==> src/rtl/dmem_pkg.sv <==
// dmem_pkg: funct3 encodings for RISC-V loads/stores and the port-1 lock
// state type shared by the data-memory arbiter and its access checker.
package dmem_pkg;

    localparam logic [2:0] F3_SB  = 3'b000;
    localparam logic [2:0] F3_SH  = 3'b001;
    localparam logic [2:0] F3_SW  = 3'b010;
    localparam logic [2:0] F3_LB  = 3'b000;
    localparam logic [2:0] F3_LH  = 3'b001;
    localparam logic [2:0] F3_LW  = 3'b010;
    localparam logic [2:0] F3_LBU = 3'b100;
    localparam logic [2:0] F3_LHU = 3'b101;

    // Width code presented to the memory wrapper when no port is granted.
    localparam logic [2:0] F3_IDLE = F3_SW;

    typedef enum logic {
        UNLOCKED = 1'b0,
        LOCKED1  = 1'b1
    } lock_state_e;

endpackage

==> src/rtl/dmem_arbiter_if.sv <==
// dmem_arbiter_if: requester, response and memory-wrapper signals of the
// data-memory arbiter. master = requesters and wrapper, slave = arbiter.
interface dmem_arbiter_if #(
    parameter int ADDR_W = 32,
    parameter int DATA_W = 32
);
    logic              p0_req;
    logic              p0_we;
    logic [2:0]        p0_funct3;
    logic [ADDR_W-1:0] p0_addr;
    logic [DATA_W-1:0] p0_wdata;
    logic              p0_gnt;
    logic              p0_rvalid;
    logic              p0_err;
    logic [DATA_W-1:0] p0_rdata;

    logic              p1_req;
    logic              p1_we;
    logic [2:0]        p1_funct3;
    logic [ADDR_W-1:0] p1_addr;
    logic [DATA_W-1:0] p1_wdata;
    logic              p1_lock;
    logic              p1_gnt;
    logic              p1_rvalid;
    logic              p1_err;
    logic [DATA_W-1:0] p1_rdata;

    logic              mem_we;
    logic [2:0]        mem_store;
    logic [2:0]        mem_load;
    logic [ADDR_W-1:0] mem_WA;
    logic [ADDR_W-1:0] mem_RA;
    logic [DATA_W-1:0] mem_WD;
    logic [DATA_W-1:0] mem_RD;

    modport master (
        output p0_req, p0_we, p0_funct3, p0_addr, p0_wdata,
        output p1_req, p1_we, p1_funct3, p1_addr, p1_wdata, p1_lock,
        output mem_RD,
        input  p0_gnt, p0_rvalid, p0_err, p0_rdata,
        input  p1_gnt, p1_rvalid, p1_err, p1_rdata,
        input  mem_we, mem_store, mem_load, mem_WA, mem_RA, mem_WD
    );

    modport slave (
        input  p0_req, p0_we, p0_funct3, p0_addr, p0_wdata,
        input  p1_req, p1_we, p1_funct3, p1_addr, p1_wdata, p1_lock,
        input  mem_RD,
        output p0_gnt, p0_rvalid, p0_err, p0_rdata,
        output p1_gnt, p1_rvalid, p1_err, p1_rdata,
        output mem_we, mem_store, mem_load, mem_WA, mem_RA, mem_WD
    );

endinterface

==> src/rtl/dmem_access_check.sv <==
// dmem_access_check: decodes funct3, the low address bits and the direction
// into a legal-access flag (known width, loads-only unsigned forms, natural alignment).
module dmem_access_check
    import dmem_pkg::*;
(
    input  logic [2:0] funct3_i,
    input  logic [1:0] addr_lo_i,
    input  logic       we_i,
    output logic       legal_o
);

    // Legality decode per funct3 encoding.
    always_comb begin
        legal_o = 1'b0;
        case (funct3_i)
            F3_LB:   legal_o = 1'b1;
            F3_LH:   legal_o = (addr_lo_i[0] == 1'b0);
            F3_LW:   legal_o = (addr_lo_i == 2'b00);
            F3_LBU:  legal_o = !we_i;
            F3_LHU:  legal_o = !we_i && (addr_lo_i[0] == 1'b0);
            default: legal_o = 1'b0;
        endcase
    end

endmodule

==> src/rtl/dmem_arbiter.sv <==
// dmem_arbiter: two-port data-memory arbiter with port-1 lock and a one-cycle
// registered response. Define DMEM_ARB_RR_EN for round-robin conflict resolution.
module dmem_arbiter
    import dmem_pkg::*;
#(
    parameter int ADDR_W = 32,
    parameter int DATA_W = 32
) (
    input  logic          clk,
    input  logic          rst_n,
    dmem_arbiter_if.slave bus
);

    lock_state_e       state_q;
    lock_state_e       state_d;
    logic              p0_legal_s;
    logic              p1_legal_s;
    logic              p0_gnt_s;
    logic              p1_gnt_s;
    logic              p1_wins_s;
    logic              we_s;
    logic [2:0]        funct3_s;
    logic [ADDR_W-1:0] addr_s;
    logic [DATA_W-1:0] wdata_s;

    logic              p0_rvalid_q;
    logic              p0_err_q;
    logic [DATA_W-1:0] p0_rdata_q;
    logic              p1_rvalid_q;
    logic              p1_err_q;
    logic [DATA_W-1:0] p1_rdata_q;

`ifdef DMEM_ARB_RR_EN
    // prio_q = 1 means port 1 wins the next conflict.
    logic prio_q;
    logic prio_d;
    assign p1_wins_s = prio_q;
    assign prio_d    = p0_gnt_s ? 1'b1 : (p1_gnt_s ? 1'b0 : prio_q);
`else
    assign p1_wins_s = 1'b0;
`endif

    dmem_access_check u_chk_p0 (
        .funct3_i  (bus.p0_funct3),
        .addr_lo_i (bus.p0_addr[1:0]),
        .we_i      (bus.p0_we),
        .legal_o   (p0_legal_s)
    );

    dmem_access_check u_chk_p1 (
        .funct3_i  (bus.p1_funct3),
        .addr_lo_i (bus.p1_addr[1:0]),
        .we_i      (bus.p1_we),
        .legal_o   (p1_legal_s)
    );

    // Grant selection; a held lock only blocks port 0 while port 1 keeps requesting.
    always_comb begin
        p0_gnt_s = 1'b0;
        p1_gnt_s = 1'b0;
        if (!rst_n) begin
            p0_gnt_s = 1'b0;
            p1_gnt_s = 1'b0;
        end else if ((state_q == LOCKED1) && bus.p1_req) begin
            p1_gnt_s = 1'b1;
        end else if (bus.p0_req && bus.p1_req) begin
            p1_gnt_s = p1_wins_s;
            p0_gnt_s = !p1_wins_s;
        end else begin
            p0_gnt_s = bus.p0_req;
            p1_gnt_s = bus.p1_req;
        end
    end

    assign state_d = (p1_gnt_s && bus.p1_lock) ? LOCKED1 : UNLOCKED;

    // Memory-side mux; illegal accesses never write.
    always_comb begin
        we_s     = 1'b0;
        funct3_s = F3_IDLE;
        addr_s   = '0;
        wdata_s  = '0;
        if (p0_gnt_s) begin
            we_s     = bus.p0_we && p0_legal_s;
            funct3_s = bus.p0_funct3;
            addr_s   = bus.p0_addr;
            wdata_s  = bus.p0_wdata;
        end else if (p1_gnt_s) begin
            we_s     = bus.p1_we && p1_legal_s;
            funct3_s = bus.p1_funct3;
            addr_s   = bus.p1_addr;
            wdata_s  = bus.p1_wdata;
        end else begin
            we_s     = 1'b0;
            funct3_s = F3_IDLE;
        end
    end

    // Lock FSM, arbitration pointer and registered per-port responses.
    always_ff @(posedge clk) begin
        if (!rst_n) begin
            state_q     <= UNLOCKED;
            p0_rvalid_q <= 1'b0;
            p0_err_q    <= 1'b0;
            p0_rdata_q  <= '0;
            p1_rvalid_q <= 1'b0;
            p1_err_q    <= 1'b0;
            p1_rdata_q  <= '0;
`ifdef DMEM_ARB_RR_EN
            prio_q      <= 1'b0;
`endif
        end else begin
            state_q     <= state_d;
            p0_rvalid_q <= p0_gnt_s;
            p0_err_q    <= p0_gnt_s && !p0_legal_s;
            p0_rdata_q  <= (p0_gnt_s && p0_legal_s && !bus.p0_we) ? bus.mem_RD : '0;
            p1_rvalid_q <= p1_gnt_s;
            p1_err_q    <= p1_gnt_s && !p1_legal_s;
            p1_rdata_q  <= (p1_gnt_s && p1_legal_s && !bus.p1_we) ? bus.mem_RD : '0;
`ifdef DMEM_ARB_RR_EN
            prio_q      <= prio_d;
`endif
        end
    end

    assign bus.p0_gnt    = p0_gnt_s;
    assign bus.p1_gnt    = p1_gnt_s;
    assign bus.p0_rvalid = p0_rvalid_q;
    assign bus.p0_err    = p0_err_q;
    assign bus.p0_rdata  = p0_rdata_q;
    assign bus.p1_rvalid = p1_rvalid_q;
    assign bus.p1_err    = p1_err_q;
    assign bus.p1_rdata  = p1_rdata_q;
    assign bus.mem_we    = we_s;
    assign bus.mem_store = funct3_s;
    assign bus.mem_load  = funct3_s;
    assign bus.mem_WA    = addr_s;
    assign bus.mem_RA    = addr_s;
    assign bus.mem_WD    = wdata_s;

endmodule

==> src/flat_wrapper.sv <==
// flat-port wrapper written by rule: the top's interface ports become plain ports
module dmem_arbiter_flat import dmem_pkg::*;
#(
    parameter int ADDR_W = 32,
    parameter int DATA_W = 32
)
  (clk, rst_n, bus_p0_req, bus_p0_we, bus_p0_funct3, bus_p0_addr, bus_p0_wdata, bus_p1_req, bus_p1_we, bus_p1_funct3, bus_p1_addr, bus_p1_wdata, bus_p1_lock, bus_mem_RD, bus_p0_gnt, bus_p0_rvalid, bus_p0_err, bus_p0_rdata, bus_p1_gnt, bus_p1_rvalid, bus_p1_err, bus_p1_rdata, bus_mem_we, bus_mem_store, bus_mem_load, bus_mem_WA, bus_mem_RA, bus_mem_WD);
  dmem_arbiter_if #(.ADDR_W(ADDR_W), .DATA_W(DATA_W)) bus_i ();
  input  logic clk;
  input  logic rst_n;
  input wire logic [$bits(bus_i.p0_req)-1:0] bus_p0_req;
  input wire logic [$bits(bus_i.p0_we)-1:0] bus_p0_we;
  input wire logic [$bits(bus_i.p0_funct3)-1:0] bus_p0_funct3;
  input wire logic [$bits(bus_i.p0_addr)-1:0] bus_p0_addr;
  input wire logic [$bits(bus_i.p0_wdata)-1:0] bus_p0_wdata;
  input wire logic [$bits(bus_i.p1_req)-1:0] bus_p1_req;
  input wire logic [$bits(bus_i.p1_we)-1:0] bus_p1_we;
  input wire logic [$bits(bus_i.p1_funct3)-1:0] bus_p1_funct3;
  input wire logic [$bits(bus_i.p1_addr)-1:0] bus_p1_addr;
  input wire logic [$bits(bus_i.p1_wdata)-1:0] bus_p1_wdata;
  input wire logic [$bits(bus_i.p1_lock)-1:0] bus_p1_lock;
  input wire logic [$bits(bus_i.mem_RD)-1:0] bus_mem_RD;
  output wire logic [$bits(bus_i.p0_gnt)-1:0] bus_p0_gnt;
  output wire logic [$bits(bus_i.p0_rvalid)-1:0] bus_p0_rvalid;
  output wire logic [$bits(bus_i.p0_err)-1:0] bus_p0_err;
  output wire logic [$bits(bus_i.p0_rdata)-1:0] bus_p0_rdata;
  output wire logic [$bits(bus_i.p1_gnt)-1:0] bus_p1_gnt;
  output wire logic [$bits(bus_i.p1_rvalid)-1:0] bus_p1_rvalid;
  output wire logic [$bits(bus_i.p1_err)-1:0] bus_p1_err;
  output wire logic [$bits(bus_i.p1_rdata)-1:0] bus_p1_rdata;
  output wire logic [$bits(bus_i.mem_we)-1:0] bus_mem_we;
  output wire logic [$bits(bus_i.mem_store)-1:0] bus_mem_store;
  output wire logic [$bits(bus_i.mem_load)-1:0] bus_mem_load;
  output wire logic [$bits(bus_i.mem_WA)-1:0] bus_mem_WA;
  output wire logic [$bits(bus_i.mem_RA)-1:0] bus_mem_RA;
  output wire logic [$bits(bus_i.mem_WD)-1:0] bus_mem_WD;
  assign bus_i.p0_req = bus_p0_req;
  assign bus_i.p0_we = bus_p0_we;
  assign bus_i.p0_funct3 = bus_p0_funct3;
  assign bus_i.p0_addr = bus_p0_addr;
  assign bus_i.p0_wdata = bus_p0_wdata;
  assign bus_i.p1_req = bus_p1_req;
  assign bus_i.p1_we = bus_p1_we;
  assign bus_i.p1_funct3 = bus_p1_funct3;
  assign bus_i.p1_addr = bus_p1_addr;
  assign bus_i.p1_wdata = bus_p1_wdata;
  assign bus_i.p1_lock = bus_p1_lock;
  assign bus_i.mem_RD = bus_mem_RD;
  assign bus_p0_gnt = bus_i.p0_gnt;
  assign bus_p0_rvalid = bus_i.p0_rvalid;
  assign bus_p0_err = bus_i.p0_err;
  assign bus_p0_rdata = bus_i.p0_rdata;
  assign bus_p1_gnt = bus_i.p1_gnt;
  assign bus_p1_rvalid = bus_i.p1_rvalid;
  assign bus_p1_err = bus_i.p1_err;
  assign bus_p1_rdata = bus_i.p1_rdata;
  assign bus_mem_we = bus_i.mem_we;
  assign bus_mem_store = bus_i.mem_store;
  assign bus_mem_load = bus_i.mem_load;
  assign bus_mem_WA = bus_i.mem_WA;
  assign bus_mem_RA = bus_i.mem_RA;
  assign bus_mem_WD = bus_i.mem_WD;
  dmem_arbiter #(.ADDR_W(ADDR_W), .DATA_W(DATA_W)) u_core (.clk(clk), .rst_n(rst_n), .bus(bus_i));
endmodule
==> config.mk <==
export PLATFORM = sky130hd
export DESIGN_NAME = dmem_arbiter_flat
export DESIGN_NICKNAME = d
export VERILOG_FILES = /design/src/rtl/dmem_pkg.sv /design/src/rtl/dmem_arbiter_if.sv /design/src/rtl/dmem_access_check.sv /design/src/rtl/dmem_arbiter.sv /design/src/flat_wrapper.sv
export SDC_FILE = /design/constraint.sdc
export NUM_CORES = 1
export LEC_CHECK = 0
export ABC_AREA = 1
export CORE_AREA = 2 2 136 138
export DETAILED_ROUTE_END_ITERATION = 8
export DIE_AREA = 0 0 138 140
export MAX_ROUTING_LAYER = met4
export PLACE_DENSITY_LB_ADDON = 0.2
export REMOVE_ABC_BUFFERS = 1
export SKIP_LAST_GASP = 1
export SLEW_MARGIN = 20
export SYNTH_ARGS = -nofsm -noshare
export SYNTH_HDL_FRONTEND = slang
export SYNTH_SLANG_ARGS = --single-unit
==> constraint.sdc <==
create_clock -name clk -period 3.3 [get_ports clk]
set_input_delay 0.99 -clock clk [delete_from_list [all_inputs] [get_ports clk]]
set_output_delay 0.99 -clock clk [all_outputs]
set_load 0.03 [all_outputs]
=== Word level (Yosys, flattened, before mapping) ===
Index checks and enable logic that the tools add are counted.

* Add/subtract/negate cells: 0
* $mul: 0
* Div/mod/pow operators: 0
* Magnitude comparators: 0
* Equality and inequality tests: 8
* Shift operators: 0
* Multiplexer cells: 17
* Bitwise logic cells: 2
* Reductions and logical operators: 23

{| class="wikitable"
|+ Operators with widths
! operator !! count
|-
| 32-bit 2-to-1 mux || 4
|-
| 1-bit logical AND || 13
|-
| 3-bit == test (second input constant) || 4
|-
| 1-bit one-hot mux with 5 select lines || 2
|-
| 1-bit 2-to-1 mux || 9
|-
| 3-bit by 1-bit == test with 1-bit output (second input constant) || 2
|-
| 3-bit by 2-bit == test with 1-bit output (second input constant) || 2
|-
| 3-bit logical NOT || 2
|-
| 3-bit 2-to-1 mux || 2
|-
| 1-bit logical NOT || 4
|-
| 2-bit logical NOT || 2
|-
| 2-bit AND reduction || 2
|-
| 1-bit inverter || 2
|}

* Flip-flop bits (word level): 69
* Bits in latches: 0
* Bits in writable memories: 0
* Bits in read-only memories: 0
* Output and inout bits: 173
* Word-level logic and storage cells: 57
* Memories: 0

=== Depth between registers and ports, before layout ===
Gate-level depths: netlist (run 1).

* Depth after elaboration: 7
* Depth in mapped cells: 9
* Gate-level depth less buffers: 6

=== Modules after synthesis ===
A second synthesis (run 1) with hierarchy kept.

* Cell total of the unflattened synthesis: 466
* Area total of the unflattened synthesis: 3,051.7 µm²

{| class="wikitable"
|+ Modules (own cells, without submodules)
! module !! instances !! cells each !! area each (µm²) !! seq. area each (µm²)
|-
| dmem_arbiter || 1 || 448 || 2,979.1 || 1,381.3
|-
| dmem_access_check || 2 || 9 || 36.3 || 0.0
|}

=== Worst setup path before layout (run 1) ===
No wires, ideal clock.

* Kind: input-to-output
* Start: input bus_p1_req
* End: output bus_mem_store[2]
* Data arrival time: 2.204 ns
* Data required time: 2.310 ns
* Path slack: 0.106 ns
* Stages on the path: 4
* Buffers on the path: 1
* Cells stage by stage: nand2_1 nand3_2 o21ai_0 buf_4

* Cells in the longest elaborated chain, start to end: 6
* Elaborated cells between the ends (all ways): 10

{| class="wikitable"
|+ Ends and longest elaborated chain
! item !! line !! source
|-
| start: declaration || flat_wrapper.sv:16 || <nowiki>input wire logic [$bits(bus_i.p1_req)-1:0] bus_p1_req;</nowiki>
|-
| 1-bit logical AND || dmem_arbiter.sv:66 || <nowiki>end else if (bus.p0_req && bus.p1_req) begin</nowiki>
|-
| 1-bit 2-to-1 mux || dmem_arbiter.sv:66 ||
|-
| 1-bit 2-to-1 mux || dmem_arbiter.sv:64 || <nowiki>end else if ((state_q == LOCKED1) && bus.p1_req) begin</nowiki>
|-
| 1-bit 2-to-1 mux || dmem_arbiter.sv:61 || <nowiki>if (!rst_n) begin</nowiki>
|-
| 3-bit 2-to-1 mux || dmem_arbiter.sv:88 || <nowiki>end else if (p1_gnt_s) begin</nowiki>
|-
| 3-bit 2-to-1 mux (*) || dmem_arbiter.sv:83 || <nowiki>if (p0_gnt_s) begin</nowiki>
|-
| end: declaration || flat_wrapper.sv:32 || <nowiki>output wire logic [$bits(bus_i.mem_store)-1:0] bus_mem_store;</nowiki>
|}

Mark *: on every way between the ends. The rest lies on a longest branch, timed or not.

=== Final worst setup path (run 1) ===
* Start: input bus_p0_we
* End: output bus_mem_we

* Cells in the longest elaborated chain, start to end: 5

{| class="wikitable"
|+ Ends and longest elaborated chain
! item !! line !! source
|-
| start: declaration || flat_wrapper.sv:12 || <nowiki>input wire logic [$bits(bus_i.p0_we)-1:0] bus_p0_we;</nowiki>
|-
| 1-bit logical NOT || dmem_access_check.sv:19, dmem_access_check.sv:20 ||
|-
| 1-bit logical AND || dmem_access_check.sv:20 || <nowiki>F3_LHU: legal_o = !we_i && (addr_lo_i[0] == 1'b0);</nowiki>
|-
| 1-bit one-hot mux with 5 select lines || dmem_access_check.sv:15 || <nowiki>case (funct3_i)</nowiki>
|-
| 1-bit logical AND (*) || dmem_arbiter.sv:84 || <nowiki>we_s = bus.p0_we && p0_legal_s;</nowiki>
|-
| 1-bit 2-to-1 mux (*) || dmem_arbiter.sv:83 ||
|-
| end: declaration || flat_wrapper.sv:31 || <nowiki>output wire logic [$bits(bus_i.mem_we)-1:0] bus_mem_we;</nowiki>
|}

Marked as above.

==> run summary, run 1 <==
IO Pins = 346
Netlist Area Pre-Place = 3170 sq um
crit-path max FO = 3
Routability Congestion = 0.816
Syn Inst Count = 456
GRT Max-Usage Layer = met2
CTS Buf Count = 9
Worst Setup Start Kind = input pin
pin count of the biggest net entering global routing = 33
Starting Density = 17.9%
hpwl dp = 12300 um
top cell family by delay on the critical path = buffers and inverters
CTS Sinks = 69
worst path bufs/invs = 2
DIE AREA = 19300 sq um
Slew HR = 67.9%
pwr dens = 366 nW/um^2
routed len/inst = 15.2 um
final hold slack = 0.719 ns
initial antenna violation count = 2
outcome = complete, no violations
FP Rows = 49
Synth Area in Compound Gates = 0.828%
WP data required = 2.31 ns
root buf cell = clkbuf_16
slowest cell delay on critical path = 0.52 ns
clock-pin slew of the registers on the worst-case setup and hold paths = 0.05 ns
Worst-Margin Slew = 0.481 ns
final hold violations = 0
Die Y = 140 um
Seq/Total Area, Yosys = 43.5%
VDD IR max = 295 uV
share of post-route cells with drive strength above 1 = 22.3%
Max H-tree Level = 3
most frequent cells in the layout = 237 x clkdlybuf4s50_1, 182 x nand2_1, 73 x buf_4, 69 x dfxtp_1, 59 x nor2_1
Finish-stage setup viols = 0
TritonRoute pass-1 iters = 4
met1 GRT Util = 15.2%
layout overhead on the synthesized area = 128%
first-pass GRT wire length = 21900 um
Slowest cell on crit path = clkdlybuf4s50_1
number of distinct library cells after synthesis = 16
GRT Resource Usage Total = 15.4%
Placed Cells = 989
most common cell after layout, fill and taps aside = clkdlybuf4s50_1
RSZ-0062 raised after global routing = no
Fin Clk Skew = 0.00303 ns
Arrival @ worst endpoint = 2.10 ns
Non-Filler Instances = 1012
met2 usage = 28.4%
pre-CTS WS = -0.0630 ns
placed instance area = 6720 sq um
vias in the first global route = 3736
xor/xnor cell area share of the yosys netlist = 0%
routed wire length = 15400 um
Die Span X = 138 um
fin worst setup slack = 0.205 ns
CP dominant cell by count = nand2_1
Yosys warning count = 0
worst-skew pair later-pin latency = 0.32 ns
fin nets = 949
Max Clk Rate = 0.323 GHz
drt via density = 3.76
multiplexer share of the synthesized area = 0%
Routed Antenna Nets = 0
post-synthesis simple-gate area fraction = 35.3%
clk buf depth = 2
Post-route DRC = 0
CORE AREA = 17800 sq um
Tmin final = 3.09 ns
LEAKAGE = 3.41 nW
GRT met3 Usage = 6.15%
DR vias = 3806
Worst Hold Class = register to register
Max Cap Viol = 0
design area = 7250 sq um
GRT Residual Overflow = 0
CP Cell Sequence = clkdlybuf4s50_1 > nand2_1 > nand3_1 > nand2_1 > nand3_1 > nand2_1 > buf_4
CTS tree = yes
Adder-Cell Fraction of Synth Area = 0%
WS Path Type = input pin to output pin
main combinational cell family by area after synthesis = simple AND/OR/NAND/NOR gates
max-slew violations = 0
PortBufs = 345
Post-Syn Area per Cell = 6.96 sq um
crit share post-route = 93.8%
initial drt markers = 129
Critical Path Sink Type = output pin
#FFs+latches synth = 69
final setup TNS = 0 ns
## synthesized netlist by cell type, drive strengths merged
master / instances / area, sq um
buf: 55 / 463
dfxtp: 69 / 1380
inv: 48 / 183
nand2: 201 / 762
nand3: 9 / 75.1
nor2: 69 / 284
o21ai: 4 / 20.0
o22ai: 1 / 6.26
## layout make-up
type / count / area [sq um]
inverters: 48 / 193
repair buffers: 364 / 3880
fillers: 1875 / 10500
clock buffers: 10 / 229
clock inverters: 6 / 87.6
flip-flops and latches: 69 / 1380
well taps: 229 / 287
multi-input cells: 284 / 1190
diodes: 2 / 5.00
## what timing repair did
item / 4_1_cts / 5_1_grt
setup endpoints to repair: 76 / 88
setup buffers: 2 / 0
pin swaps: 0 / 3
gates resized for setup: 31 / 12
hold buffers: 0 / 0
gates cloned: 2 / 1
## worst register-to-register path, delay by kind of cell (launching register included)
family	cells	cell delay (ns)
buffers and inverters	2	0.29
and+or+nand+nor	4	0.83
DFF	1	0.32
## cell families (layout without fill, tap and decap cells)
kind of cell           count (synthesis)  count (layout)
other                                  0               2
AOI/OAI and AO/OA                      5               5
buffers and inverters                103             428
DFF                                   69              69
and+or+nand+nor                      279             279
## per-stage QoR
step | power, W | util, %
2_1_floorplan | 0.00115 | -
3_3_place_gp | 0.00164 | 37.8
3_5_place_dp | 0.00164 | 37.8
4_1_cts | 0.00268 | 40.5
5_1_grt | 0.00276 | 40.8
6_report | 0.00265 | 40.8
## path summary, 6_finish.rpt
path                                startpoint                       to  slack, ns  cells after the start
worst max-delay path                 bus_p0_we               bus_mem_we       0.21                      7
worst min register to register  u_core.state_q     u_core.bus.p0_rvalid       0.72                      4
worst min-delay path            u_core.state_q     u_core.bus.p0_rvalid       0.72                      4
worst max register to register  u_core.state_q  u_core.bus.p0_rdata[19]       1.78                      6
## report_power, final
part           switching, W  total (W)  leakage, nW  internal (W)
clock              0.000342    0.00100        0.156      0.000661
combinational      0.000386   0.000800         2.70      0.000414
sequential       0.00000301   0.000848        0.558      0.000845
## flip-flops by register name, indices dropped and copies added (netlist names)
register and count:
u_core.bus.p1_rdata 32, u_core.state_q 1, u_core.bus.p1_err 1, u_core.bus.p0_rvalid 1, u_core.bus.p0_err 1, u_core.bus.p1_rvalid 1
u_core.bus.p0_rdata 32
## metal layers
| layer | vias to the layer above | part of all wire, % | wire, um |
|---|---|---|---|
| met4 | 0 | 0.59 | 91 |
| met3 | 8 | 10 | 1580 |
| met5 | - | 0 | 0 |
| met1 | 1659 | 35 | 5350 |
| li1 | 1932 | - | - |
| met2 | 207 | 54 | 8390 |
Power figures use the tool's default switching activity.
==> run 2, diff against run 1 <==
--- a/config.mk
+++ b/config.mk
@@ -6,9 +6,9 @@
 export NUM_CORES = 1
 export LEC_CHECK = 0
 export ABC_AREA = 1
-export CORE_AREA = 2 2 136 138
+export CORE_AREA = 5 5 131 133
 export DETAILED_ROUTE_END_ITERATION = 8
-export DIE_AREA = 0 0 138 140
+export DIE_AREA = 0 0 136 138
 export MAX_ROUTING_LAYER = met4
 export PLACE_DENSITY_LB_ADDON = 0.2
 export REMOVE_ABC_BUFFERS = 1
==> run 2 against run 1 <==
Net effect:
- wire length up 7.3%
- non-clock buffer count fell by 2
- cell count shrank 1.5%
- clock-buffer cell count grew 3
- utilization is 4.5 points higher
- critical endpoint is now bus_mem_WA[24]
- worst hold slack gained 0.053 ns
- largest power group unchanged
- flip-flop and latch count unchanged
- combinational power fell by 1%
- critical path type unchanged
==> run summary, run 2 (synthesized netlist as in run 1, its figures left out) <==
outcome = complete, no violations
WS Path Type = input pin to output pin
IO Pins = 346
Max H-tree Level = 3
drt via density = 3.83
Fin Clk Skew = 0.00238 ns
Worst Hold Class = register to register
pre-CTS WS = -0.170 ns
Critical Path Sink Type = output pin
LEAKAGE = 3.39 nW
most common cell after layout, fill and taps aside = clkdlybuf4s50_1
Hold Buf Count CTS = 0
max-slew violations = 0
TritonRoute pass-1 iters = 4
R2R setup slack = 1.68 ns
layout overhead on the synthesized area = 124%
CORE AREA = 15700 sq um
DR vias = 3820
clock-pin slew of the registers on the worst-case setup and hold paths = 0.05 ns
pin count of the biggest net entering global routing = 40
CTS tree = yes
PortBufs = 345
Finish-stage setup viols = 0
initial antenna violation count = 2
initial drt markers = 89
final hold violations = 0
design area = 7120 sq um
worst-skew pair later-pin latency = 0.32 ns
GRT Residual Overflow = 0
Placed Cells = 976
final setup TNS = 0 ns
VDD IR max = 251 uV
WP data required = 2.31 ns
worst path bufs/invs = 4
crit-path max FO = 5
top cell family by delay on the critical path = buffers and inverters
slowest cell delay on critical path = 0.26 ns
CTS Sinks = 69
Die Y = 138 um
placed instance area = 6690 sq um
sequential cell area = 1380 sq um
CP dominant cell by count = nand2_1
Starting Density = 20.2%
Non-Filler Instances = 997
CP Cell Sequence = dlygate4sd2_1 > nand2_1 > nand3_2 > clkinv_4 > bufbuf_16 > nand2_1 > nand2_1 > buf_4
vias in the first global route = 4204
area of the multi-input gates = 1170 sq um
final hold slack = 0.772 ns
share of post-route cells with drive strength above 1 = 20.4%
fin worst setup slack = 0.0971 ns
crit share post-route = 97.1%
Tmin final = 3.20 ns
Max Cap Viol = 0
FP Rows = 46
Routed Antenna Nets = 0
most frequent cells in the layout = 237 x clkdlybuf4s50_1, 196 x nand2_1, 85 x buf_4, 69 x dfxtp_1, 59 x nor2_1
hpwl dp = 13900 um
Max Clk Rate = 0.312 GHz
Slew HR = 69.7%
Routability Congestion = 0.866
routed wire length = 16600 um
Worst-Margin Slew = 0.455 ns
Arrival @ worst endpoint = 2.21 ns
clk buf depth = 2
GRT Resource Usage Total = 17.7%
root buf cell = clkbuf_16
RSZ-0062 raised after global routing = no
Post-route DRC = 0
CTS Buf Count = 9
Slowest cell on crit path = bufbuf_16
postcts setup bufs = 0
routed len/inst = 16.6 um
FILL cells = 1562
first-pass GRT wire length = 24400 um
fin nets = 947
pwr dens = 358 nW/um^2
Worst Setup Start Kind = input pin
Die Span X = 136 um
DIE AREA = 18800 sq um
## run 2: path summary, 6_finish.rpt
| kind | startpoint | to | cells after the start |
|---|---|---|---|
| worst max-delay path | bus_p1_req | bus_mem_WA[24] | 8 |
| worst min-delay path | u_core.state_q | u_core.bus.p0_rvalid | 4 |
| worst max register to register | u_core.state_q | u_core.bus.p0_rdata[27] | 6 |
| worst min register to register | u_core.state_q | u_core.bus.p0_rvalid | 4 |
## run 2: timing repair
| item | CTS | global route |
|---|---|---|
| gates cloned | 3 | 0 |
| endpoints found under the setup margin | 57 | 8 |
| gates resized for setup | 11 | 1 |
| endpoints found under the hold margin | 0 | 0 |
| pin swaps | 3 | 0 |
## run 2: cell type report
cell class | count | area share (%)
inverters | 48 | 2.64
multi-input cells | 284 | 16.4
clock inverters | 3 | 0.246
clock buffers | 13 | 3.94
well taps | 216 | 3.80
repair buffers | 362 | 53.5
flip-flops and latches | 69 | 19.4
diodes | 2 | 0.0703
## run 2: power breakdown
part           leakage [nW]  switching (W)  internal (W)  total, W
registers             0.558     0.00000308      0.000846  0.000849
clock network         0.148       0.000320      0.000587  0.000907
logic                  2.68       0.000381      0.000407  0.000789
## run 2: through the flow
step	total power [W]	util [%]
floorplan	0.00115	-
global placement	0.00164	42.6
detailed placement	0.00164	42.6
CTS	0.00259	45.2
global route	0.00265	45.3
finish	0.00254	45.3
## run 2: layer usage
layer	wire length (um)	GRT usage [%]	part of all wire (%)	vias up
li1	-	-	-	1931
met1	5930	17.8	36	1678
met2	8810	32.3	53	198
met3	1630	6.20	9.9	13
met4	176	4.72	1.1	0
met5	0	-	0	-
## run 2: tightest hold or removal path: stages (launching register included)
cell and delay (ns):
dfxtp_1 0.32, nand2_1 0.07, nand3_2 0.12, buf_4 0.18, inv_1 0.04
==> run 3, diff against run 2 <==
--- a/config.mk
+++ b/config.mk
@@ -6,9 +6,11 @@
 export NUM_CORES = 1
 export LEC_CHECK = 0
 export ABC_AREA = 1
+export CAP_MARGIN = 20
 export CORE_AREA = 5 5 131 133
 export DETAILED_ROUTE_END_ITERATION = 8
 export DIE_AREA = 0 0 136 138
+export HOLD_SLACK_MARGIN = 0.03
 export MAX_ROUTING_LAYER = met4
 export PLACE_DENSITY_LB_ADDON = 0.2
 export REMOVE_ABC_BUFFERS = 1
==> results of run 3 <==
The final DEF is identical to that of run 2; final timing and power are the same.
